## src/rtl/ifetch_mem_port_pkg.sv

```systemverilog
// Shared definitions for the instruction-fetch memory port: FSM encodings and byte-step helpers.
package ifetch_mem_port_pkg;

  typedef logic [1:0] ifp_state_t;

  localparam ifp_state_t IfpIdle    = 2'd0;
  localparam ifp_state_t IfpWaitGnt = 2'd1;
  localparam ifp_state_t IfpRead    = 2'd2;
  localparam ifp_state_t IfpDone    = 2'd3;

  // Counter value at which the last address has been issued, and at which byte3 is on mem_din.
  localparam logic [2:0] LastAddrStep = 3'd3;
  localparam logic [2:0] LastByteStep = 3'd4;

  // mem_din lags mem_a by one cycle, so step k carries byte k-1.
  function automatic logic [1:0] byte_lane(input logic [2:0] step);
    return 2'(step - 3'd1);
  endfunction

endpackage

```

## src/rtl/ifetch_mem_port_icache.sv

```systemverilog
// Direct-mapped instruction cache, one 32-bit word per line: combinational lookup,
// synchronous write, valid bits cleared only by reset.
module ifetch_mem_port_icache #(
  parameter int unsigned ADDR_W = 32,
  parameter int unsigned LINES  = 64
) (
  input  logic              clk,
  input  logic              rst,
  input  logic [ADDR_W-3:0] rd_word_i,
  output logic              hit_o,
  output logic [31:0]       rd_data_o,
  input  logic              wr_en_i,
  input  logic [ADDR_W-3:0] wr_word_i,
  input  logic [31:0]       wr_data_i
);

  localparam int unsigned IdxW = $clog2(LINES);
  localparam int unsigned TagW = ADDR_W - 2 - IdxW;

  logic [LINES-1:0] valid_q;
  logic [TagW-1:0]  tag_q  [LINES];
  logic [31:0]      data_q [LINES];

  logic [IdxW-1:0] rd_idx, wr_idx;
  logic [TagW-1:0] rd_tag, wr_tag;

  assign rd_idx = rd_word_i[IdxW-1:0];
  assign rd_tag = rd_word_i[ADDR_W-3 -: TagW];
  assign wr_idx = wr_word_i[IdxW-1:0];
  assign wr_tag = wr_word_i[ADDR_W-3 -: TagW];

  assign hit_o     = valid_q[rd_idx] && (tag_q[rd_idx] == rd_tag);
  assign rd_data_o = data_q[rd_idx];

  always_ff @(posedge clk) begin
    if (rst) begin
      valid_q <= '0;
    end else if (wr_en_i) begin
      valid_q[wr_idx] <= 1'b1;
    end
  end

  always_ff @(posedge clk) begin
    if (wr_en_i) begin
      tag_q[wr_idx]  <= wr_tag;
      data_q[wr_idx] <= wr_data_i;
    end
  end

endmodule

```

## src/rtl/ifetch_mem_port.sv

```systemverilog
// Instruction-fetch memory port: reads a word as 4 little-endian bytes over the shared RAM bus.
// Optional direct-mapped I-cache enabled by defining IFETCH_ICACHE_EN.
module ifetch_mem_port
  import ifetch_mem_port_pkg::*;
#(
  parameter int unsigned ADDR_W       = 32,
  parameter int unsigned ICACHE_LINES = 64
) (
  input  logic              clk,
  input  logic              rst,
  input  logic              rdy_i,
  input  logic              req_i,
  input  logic [ADDR_W-1:0] addr_i,
  input  logic              flush_i,
  input  logic              bus_gnt_i,
  input  logic [7:0]        mem_din_i,
  output logic              bus_req_o,
  output logic [ADDR_W-1:0] mem_a_o,
  output logic              ins_vld_o,
  output logic [31:0]       ins_out_o
);

  if ((ICACHE_LINES < 2) || ((ICACHE_LINES & (ICACHE_LINES - 1)) != 0)) begin : g_lines_chk
    $error("ICACHE_LINES must be a power of 2");
  end

  ifp_state_t        state_q, state_d;
  logic [2:0]        cnt_q, cnt_d;
  logic              bus_req_q, bus_req_d;
  logic [ADDR_W-1:0] mem_a_q, mem_a_d;
  logic              ins_vld_q, ins_vld_d;
  logic [31:0]       ins_out_q, ins_out_d;
  logic              hit;
  logic [31:0]       hit_data;
  logic              fill;

`ifdef IFETCH_ICACHE_EN
  ifetch_mem_port_icache #(
    .ADDR_W (ADDR_W),
    .LINES  (ICACHE_LINES)
  ) u_icache (
    .clk       (clk),
    .rst       (rst),
    .rd_word_i (addr_i[ADDR_W-1:2]),
    .hit_o     (hit),
    .rd_data_o (hit_data),
    .wr_en_i   (fill),
    .wr_word_i (addr_i[ADDR_W-1:2]),
    .wr_data_i ({mem_din_i, ins_out_q[23:0]})
  );
`else
  assign hit      = 1'b0;
  assign hit_data = '0;
`endif

  always_comb begin
    state_d   = state_q;
    cnt_d     = cnt_q;
    bus_req_d = bus_req_q;
    mem_a_d   = mem_a_q;
    ins_vld_d = ins_vld_q;
    ins_out_d = ins_out_q;
    fill      = 1'b0;
    if (rdy_i) begin
      if (flush_i) begin
        state_d   = IfpIdle;
        bus_req_d = 1'b0;
        ins_vld_d = 1'b0;
      end else begin
        unique case (state_q)
          IfpIdle: begin
            if (req_i) begin
              if (hit) begin
                state_d   = IfpDone;
                ins_vld_d = 1'b1;
                ins_out_d = hit_data;
              end else begin
                state_d   = IfpWaitGnt;
                bus_req_d = 1'b1;
              end
            end
          end
          IfpWaitGnt: begin
            if (bus_gnt_i) begin
              state_d = IfpRead;
              mem_a_d = addr_i;
              cnt_d   = '0;
            end
          end
          IfpRead: begin
            if (cnt_q < LastAddrStep) begin
              mem_a_d = mem_a_q + ADDR_W'(1);
            end
            if (cnt_q != 3'd0) begin
              ins_out_d[{byte_lane(cnt_q), 3'b000} +: 8] = mem_din_i;
            end
            cnt_d = cnt_q + 3'd1;
            if (cnt_q == LastByteStep) begin
              state_d   = IfpDone;
              bus_req_d = 1'b0;
              ins_vld_d = 1'b1;
              fill      = 1'b1;
            end
          end
          IfpDone: begin
            state_d   = IfpIdle;
            ins_vld_d = 1'b0;
          end
          default: state_d = IfpIdle;
        endcase
      end
    end
  end

  always_ff @(posedge clk) begin
    if (rst) begin
      state_q   <= IfpIdle;
      cnt_q     <= '0;
      bus_req_q <= 1'b0;
      mem_a_q   <= '0;
      ins_vld_q <= 1'b0;
      ins_out_q <= '0;
    end else begin
      state_q   <= state_d;
      cnt_q     <= cnt_d;
      bus_req_q <= bus_req_d;
      mem_a_q   <= mem_a_d;
      ins_vld_q <= ins_vld_d;
      ins_out_q <= ins_out_d;
    end
  end

  assign bus_req_o = bus_req_q;
  assign mem_a_o   = mem_a_q;
  assign ins_vld_o = ins_vld_q;
  assign ins_out_o = ins_out_q;

  // Protocol checks on the fetch stage and the arbiter.
  logic busy;
  assign busy = (state_q == IfpWaitGnt) || (state_q == IfpRead);

  ap_gnt_held: assert property (@(posedge clk) disable iff (rst)
    (state_q == IfpRead && rdy_i && !flush_i) |-> bus_gnt_i);
  ap_addr_stable: assert property (@(posedge clk) disable iff (rst)
    (busy && !flush_i) |-> $stable(addr_i));
  ap_addr_aligned: assert property (@(posedge clk) disable iff (rst)
    (state_q == IfpIdle && rdy_i && req_i && !flush_i) |-> (addr_i[1:0] == 2'b00));

endmodule

```

## config.mk

```make
export PLATFORM = sky130hd
export DESIGN_NAME = ifetch_mem_port
export DESIGN_NICKNAME = d
export VERILOG_FILES = /design/src/rtl/ifetch_mem_port_pkg.sv /design/src/rtl/ifetch_mem_port_icache.sv /design/src/rtl/ifetch_mem_port.sv
export SDC_FILE = /design/constraint.sdc
export NUM_CORES = 1
export LEC_CHECK = 0
export BUFFER_PORTS_ARGS = -buffer_cell sky130_fd_sc_hd__buf_2
export CORE_UTILIZATION = 30
export CTS_BUF_LIST = sky130_fd_sc_hd__clkbuf_4
export CTS_CLUSTER_DIAMETER = 150
export DETAILED_ROUTE_END_ITERATION = 7
export RECOVER_POWER = 25
export SKIP_CTS_REPAIR_TIMING = 1
export SLEW_MARGIN = 20
export SYNTH_ARGS = -nofsm -noshare
export SYNTH_HDL_FRONTEND = slang
export SYNTH_SLANG_ARGS = --single-unit
```

## constraint.sdc

```tcl
create_clock -name clk -period 2.1 [get_ports clk]
set_input_delay 0.105 -clock clk [delete_from_list [all_inputs] [get_ports clk]]
set_output_delay 0.105 -clock clk [all_outputs]
set_load 0.005 [all_outputs]
```

==> results of run 1 <==
==> cells in the final DEF (no fill, tap or decap), types with 4 or more instances in the layout <==
cell type and n:
clkbuf_1 31, inv_1 9, buf_2 80, a21oi_1 51, nand4_1 8, nor2_1 52
nand2_1 40, clkbuf_4 10, mux2i_1 9, nor4_1 5, o31ai_1 7, o22ai_1 10
buf_4 29, a211oi_1 6, a32o_1 6, dlygate4sd3_1 22, nor3_1 34, and3_1 9
nand3_1 23, ha_1 11, o21ai_0 11, nand2b_1 12, dfxtp_1 71, nor4_2 4
a22oi_1 7, nor2b_1 6
==> through the flow <==
stage               total power [W]  std cells
finish                      0.00274        807
CTS                         0.00274        785
floorplan                   0.00155        488
global route                0.00285        807
detailed placement          0.00168        769
global placement            0.00168        769
==> critical path, stage by stage (launching register included) <==
cell and delay [ps]:
dfxtp_1 400, inv_1 80, ha_1 430, o2111ai_2 220
buf_4 220, a211o_1 280, a211oi_1 240
==> flip-flops by register name, indices dropped and copies added, names as in the netlist <==
signal and flops:
bus_req_o 1, cnt_q 3, ins_out_o 32, ins_vld_o 1
mem_a_o 32, state_q 2
==> synthesized netlist by cell type (3+ instances only) <==
master / count / area share
mux2i_1: 9 / 0.023
and2_1: 4 / 0.0064
o31ai_1: 7 / 0.013
nor2_1: 52 / 0.050
a31oi_1: 3 / 0.0048
inv_1: 9 / 0.0086
nand2_1: 40 / 0.038
a21oi_1: 51 / 0.065
and3_1: 9 / 0.014
dfxtp_1: 71 / 0.36
nor2b_1: 6 / 0.0096
nor4_1: 5 / 0.0080
nand4_1: 8 / 0.013
nor4_2: 4 / 0.013
a21o_1: 3 / 0.0058
ha_1: 11 / 0.035
a211oi_1: 6 / 0.012
a22oi_1: 7 / 0.013
o21ai_1: 3 / 0.0038
nor3_1: 34 / 0.043
clkbuf_1: 15 / 0.014
o22ai_1: 10 / 0.016
nand2b_1: 13 / 0.021
o41ai_1: 3 / 0.0067
nand3_1: 23 / 0.029
and4_1: 3 / 0.0067
buf_2: 11 / 0.014
o21ai_0: 11 / 0.014
a32o_1: 6 / 0.015
==> power by group <==
group / switching [W] / internal [W] / leakage (nW) / total, W
registers: 0.0000213 / 0.00136 / 0.573 / 0.00139
logic: 0.000164 / 0.000139 / 1.31 / 0.000304
clock network: 0.000549 / 0.000504 / 0.0836 / 0.00105
total: 0.000735 / 0.00201 / 1.96 / 0.00274
==> cell families (layout without fill, tap and decap cells) <==
kind of cell | Yosys count | in the layout | synth area share
adders and majority gates | 11 | 11 | 0.0352
muxes | 9 | 9 | 0.0230
AOI/OAI and AO/OA | 132 | 132 | 0.225
xor gates and xnor gates | 2 | 2 | 0.00448
DFF | 71 | 71 | 0.363
buffers and inverters | 42 | 189 | 0.0499
and+or+nand+nor | 221 | 221 | 0.299
==> metal layers <==
metal,wire length [um],up-vias,part of all wire,global-route usage
li1,-,2088,-,-
met1,6020,2042,0.45,0.262
met5,0,-,0,0
met3,848,23,0.064,0.0363
met2,6130,140,0.46,0.296
met4,272,0,0.020,0.0821
==> layout make-up <==
| class | instances | area share |
|---|---|---|
| clock inverters | 6 | 0.0181 |
| well taps | 172 | 0.0420 |
| flip-flops and latches | 71 | 0.277 |
| multi-input cells | 375 | 0.449 |
| inverters | 9 | 0.00659 |
| clock buffers | 10 | 0.0147 |
| repair buffers | 164 | 0.192 |
==> worst max-delay path by stage <==
| stage | start | end |
|---|---|---|
| global route | state_q[0]$_SDFFE_PP0P_ | mem_a_o[11]$_SDFFE_PP0P_ |
| floorplan | cnt_q[0]$_SDFFE_PP0P_ | ins_out_o[30]$_SDFFE_PP0P_ |
| global placement | mem_a_o[0]$_SDFFE_PP0P_ | mem_a_o[8]$_SDFFE_PP0P_ |
| finish | state_q[0]$_SDFFE_PP0P_ | mem_a_o[11]$_SDFFE_PP0P_ |
| CTS | state_q[1]$_SDFFE_PP0P_ | mem_a_o[11]$_SDFFE_PP0P_ |
| detailed placement | mem_a_o[1]$_SDFFE_PP0P_ | mem_a_o[8]$_SDFFE_PP0P_ |
==> flow_metrics.tcl, run 1 <==
set metrics [dict create \
    number_of_vias_per_cell_after_detailed_routing 5.32 \
    worstSetupStartpointType "flip-flop" \
    final.period_utilization 0.939 \
    standard_cell_row_count 41 \
    timing.hold.worst.class "input pin to flip-flop" \
    avgRoutedWirePerCell_um 16.4 \
    cp-end-kind "flip-flop" \
    synth_flop_cell "dfxtp_1" \
    final_core_utilization 0.404 \
    grt_start_max_net_pins 36 \
    number_of_cts_inserted_buffers 9 \
    tritoncts "done" \
    peakVddDrop_mv 0.211 \
    timing.hold.worst.start "addr_i[3]" \
    failed_checks "hold timing" \
    timing_worst_slew_pin_value_ps 461 \
    yosysSeqAreaShare 0.363 \
    antenna_violations_before_repair 0 \
    cts_buffer_depth 2 \
    dp_hpwl_um 9460 \
    worst_slack_ps 129 \
    htree_num_levels 3 \
    ant_nets 0 \
    hold-path-endpoint "mem_a_o[3]$_SDFFE_PP0P_" \
    drive_gt1_frac 0.241 \
    dr_total_vias 4293 \
    design.die.area_sq_um 13500 \
    p_per_area_nw_per_um2 535 \
    gr-usage-all-layers 0.192 \
    finish.net_count 687 \
    layout-area-overhead-vs-synth_pct 31.0 \
    place_worst_setup_slack_ps 174 \
    setup-tns-final_ps 0 \
    final.min_clock_period_ps 1970 \
    n_fill_cell 1313 \
    layout.cell_area.non_filler_sq_um 5120 \
    global_route.overflow_total 0 \
    fp.dieW_um 116 \
    clk_pin_slew_worst_paths_ps 130 \
    hold_worst_slack_ps -0.314 \
    clock_skew_ps 14.5 \
    timing.final.setup_violations 0 \
    timing.final.hold_violations 1 \
    io_buffer_count 111 \
    core_region_area_sq_um 12700 \
    worst-r2r-cell-count 6 \
    clock_tree.root_cell "clkbuf_4" \
    fp.dieH_um 116 \
    cp_data_arrival_time_ps 2310 \
    netlist_instances 488 \
    firstDrtPassIters 5 \
    via_count_of_the_first_global_routing_pass 3972 \
    design.portCount 112 \
    rsz0062_at_grt "false" \
    final_max_slew_viol_count 0 \
    synth-async-reset-ratio 0 \
    rr_endpoint "mem_a_o[11]$_SDFFE_PP0P_" \
    area_occupied_by_multi_input_gates_sq_um 2300 \
    sequential_cell_area_sq_um 1420 \
    yosysWarningCount 0 \
    routed_wl_um 13300 \
    run_status "complete, but fails checks" \
    synth_nets 545 \
    synth.lib_cells_used.distinct 65 \
    global_route_wire_length_before_repair_um 20100 \
    avgSynthCellArea_sq_um 8.02 \
    post_synth_edffs 0 \
    hold_depth 5 \
    leakagePower_nw 1.96 \
    numClockSinks 71 \
    placedInstanceArea_sq_um 4770 \
    fmax_mhz 507 \
    maxSlewHeadroom 0.691 \
    remaining_drc_errors 0 \
    worst-setup-path-type "flip-flop to flip-flop" \
    initial_cell_density_of_the_core 0.309 \
    crit-reg2reg-launch "state_q[0]$_SDFFE_PP0P_" \
    dr.first_iter.drc_count 400 \
    maxCapViolations 0 \
    reg2reg_setup_slack_ps 130 \
    crit_required_ps 2440 \
    globalplace.congestion 0.857 \
    synth_area_sq_um 3910 \
    critical_path.max_fanout 7 \
    n_antenna_cell 0 \
    clk-insertion-delay-late_ps 440 \
    ys_ff_latch 71 \
]
No activity file was read; power rests on OpenSTA's default activity.
==> run 2, diff against run 1 <==
- PLACE_DENSITY: unset -> 0.54
- clock period: 2.1 -> 2.33 ns (I/O delays scaled with it)
==> run 2 against run 1 <==
Compared with the run above: routed wire length shrank 5.2%; non-clock buffer count fell by 21; critical endpoint is now mem_a_o[17]$_SDFFE_PP0P_; final cell count down 2.5%; core utilization fell by 1.3 points; the flow still finishes with violations (hold timing).
==> flow_metrics.tcl, run 2 (synthesized netlist as in run 1, its figures left out) <==
set metrics [dict create \
    clockPowerShare 0.395 \
    final_max_slew_viol_count 0 \
    ant_nets 0 \
    avgRoutedWirePerCell_um 16.0 \
    clock_skew_ps 15.5 \
    layout_commonest_cell "buf_2" \
    rsz0062_at_grt "false" \
    worst-r2r-cell-count 6 \
    hold-path-endpoint "mem_a_o[26]$_SDFFE_PP0P_" \
    peakVddDrop_mv 0.213 \
    maxSlewHeadroom 0.653 \
    hold_worst_slack_ps -21.4 \
    gr-usage-all-layers 0.186 \
    crit_required_ps 2690 \
    io_buffer_count 111 \
    global_route_wire_length_before_repair_um 19500 \
    cellInternalPower_w 0.00179 \
    reg2reg_setup_slack_ps 230 \
    core_region_area_sq_um 12700 \
    setup-tns-final_ps 0 \
    post-layout-total-power_w 0.00248 \
    dr_total_vias 4234 \
    swShare 0.278 \
    antenna_violations_before_repair 0 \
    clk-insertion-delay-late_ps 440 \
    design.portCount 112 \
    fp.dieH_um 116 \
    cp-end-kind "flip-flop" \
    htree_num_levels 3 \
    timing.hold.worst.start "addr_i[26]" \
    critPathSlowestCell "a21oi_4" \
    p_per_area_nw_per_um2 500 \
    most-common-layout-cells "83 x buf_2, 71 x dfxtp_1, 52 x nor2_1" \
    design.die.area_sq_um 13500 \
    crit-reg2reg-launch "state_q[0]$_SDFFE_PP0P_" \
    run_status "complete, but fails checks" \
    hold_depth 3 \
    global_route.overflow_total 0 \
    combPwrFrac 0.100 \
    finish.net_count 666 \
    drive_gt1_frac 0.223 \
    critical_path.max_fanout 14 \
    clk_pin_slew_worst_paths_ps 140 \
    numClockSinks 71 \
    remaining_drc_errors 0 \
    grt_start_max_net_pins 40 \
    p_sw_w 0.000688 \
    timing.hold.worst.class "input pin to flip-flop" \
    rr_endpoint "mem_a_o[17]$_SDFFE_PP0P_" \
    failed_checks "hold timing" \
    dp_hpwl_um 8930 \
    timing_worst_slew_pin_value_ps 519 \
    cts_buffer_depth 2 \
    layout-area-overhead-vs-synth_pct 26.7 \
    tritoncts "done" \
    final.min_clock_period_ps 2100 \
    number_of_cts_inserted_buffers 9 \
    fmax_mhz 476 \
    firstDrtPassIters 5 \
    fp.dieW_um 116 \
    number_of_vias_per_cell_after_detailed_routing 5.38 \
    initial_cell_density_of_the_core 0.309 \
    globalplace.congestion 0.834 \
    cp_data_arrival_time_ps 2460 \
    dr.first_iter.drc_count 289 \
    crit_path_cell_trace "inv_1, ha_1, nand3_2, a21oi_4, o22ai_1, a22o_1" \
    clock_tree.root_cell "clkbuf_4" \
    standard_cell_row_count 41 \
    routed_wl_um 12600 \
    via_count_of_the_first_global_routing_pass 3904 \
    worstSetupStartpointType "flip-flop" \
    final.period_utilization 0.902 \
    timing.final.setup_violations 0 \
    worst-setup-path-type "flip-flop to flip-flop" \
    crit_path_max_incr_delay_ps 460 \
    timing.final.hold_violations 4 \
    pwr-share-seq 0.505 \
    leakagePower_nw 1.88 \
    maxCapViolations 0 \
]
run 2: cell types whose count changed in the layout (fill, tap and decap cells not counted), moves of 2 or more:
| cell | delta |
|---|---|
| inv_6 | +2 |
| buf_4 | -16 |
| clkbuf_1 | -4 |
| dlygate4sd3_1 | -4 |
| buf_2 | +3 |
run 2: power groups by stage:
stage	logic, W	clock network (W)	registers, W
after floorplan	0.000125	0	0.00127
after global placement	0.000223	0	0.00128
after detailed placement	0.000226	0	0.00128
after CTS	0.000227	0.000992	0.00125
after global routing	0.000275	0.00105	0.00126
final	0.000249	0.000978	0.00125
run 2: worst max-delay path by stage:
stage                                 start                         end  slack [ps]  depth (start not counted)
global route        state_q[0]$_SDFFE_PP0P_     mem_a_o[5]$_SDFFE_PP0P_          60                          6
floorplan             cnt_q[0]$_SDFFE_PP0P_  ins_out_o[30]$_SDFFE_PP0P_         500                          8
CTS                 state_q[0]$_SDFFE_PP0P_    mem_a_o[17]$_SDFFE_PP0P_         230                          6
finish              state_q[0]$_SDFFE_PP0P_    mem_a_o[17]$_SDFFE_PP0P_         230                          6
detailed placement  state_q[0]$_SDFFE_PP0P_    mem_a_o[17]$_SDFFE_PP0P_         250                          6
global placement    state_q[0]$_SDFFE_PP0P_    mem_a_o[17]$_SDFFE_PP0P_         320                          6
run 2: metal layers:
metal / up-vias / global-route usage / share of wire
met2: 132 / 0.297 / 0.46
met4: 0 / 0.0855 / 0.026
li1: 2040 / - / -
met3: 26 / 0.0322 / 0.043
met5: - / 0 / 0
met1: 2036 / 0.246 / 0.47
run 2: stage by stage:
step | instances | area [sq um] | utilization | worst slack, ps
4_1_cts | 768 | 4810 | 0.380 | 234
5_1_grt | 786 | 4950 | 0.391 | 61.2
3_3_place_gp | 752 | 4640 | 0.366 | 317
6_report | 787 | 4960 | 0.391 | 229
3_5_place_dp | 752 | 4640 | 0.366 | 253
2_1_floorplan | 488 | 3910 | - | 496
run 2: area by class of cell:
| type | count | area (sq um) |
|---|---|---|
| fillers | 1364 | 7710 |
| multi-input cells | 375 | 2300 |
| flip-flops and latches | 71 | 1420 |
| repair buffers | 143 | 818 |
| well taps | 172 | 215 |
| clock inverters | 7 | 103 |
| clock buffers | 9 | 67.6 |
| inverters | 9 | 33.8 |
| diodes | 1 | 2.50 |
run 2: critical path: cells and delay by family, from the launching register on:
kind	cells	cell delay (ps)
AO/OA/AOI/OAI	3	830
adder cells (fa/ha/maj)	1	430
AND/OR/NAND/NOR	1	260
flip-flops	1	410
buffers and inverters	1	80
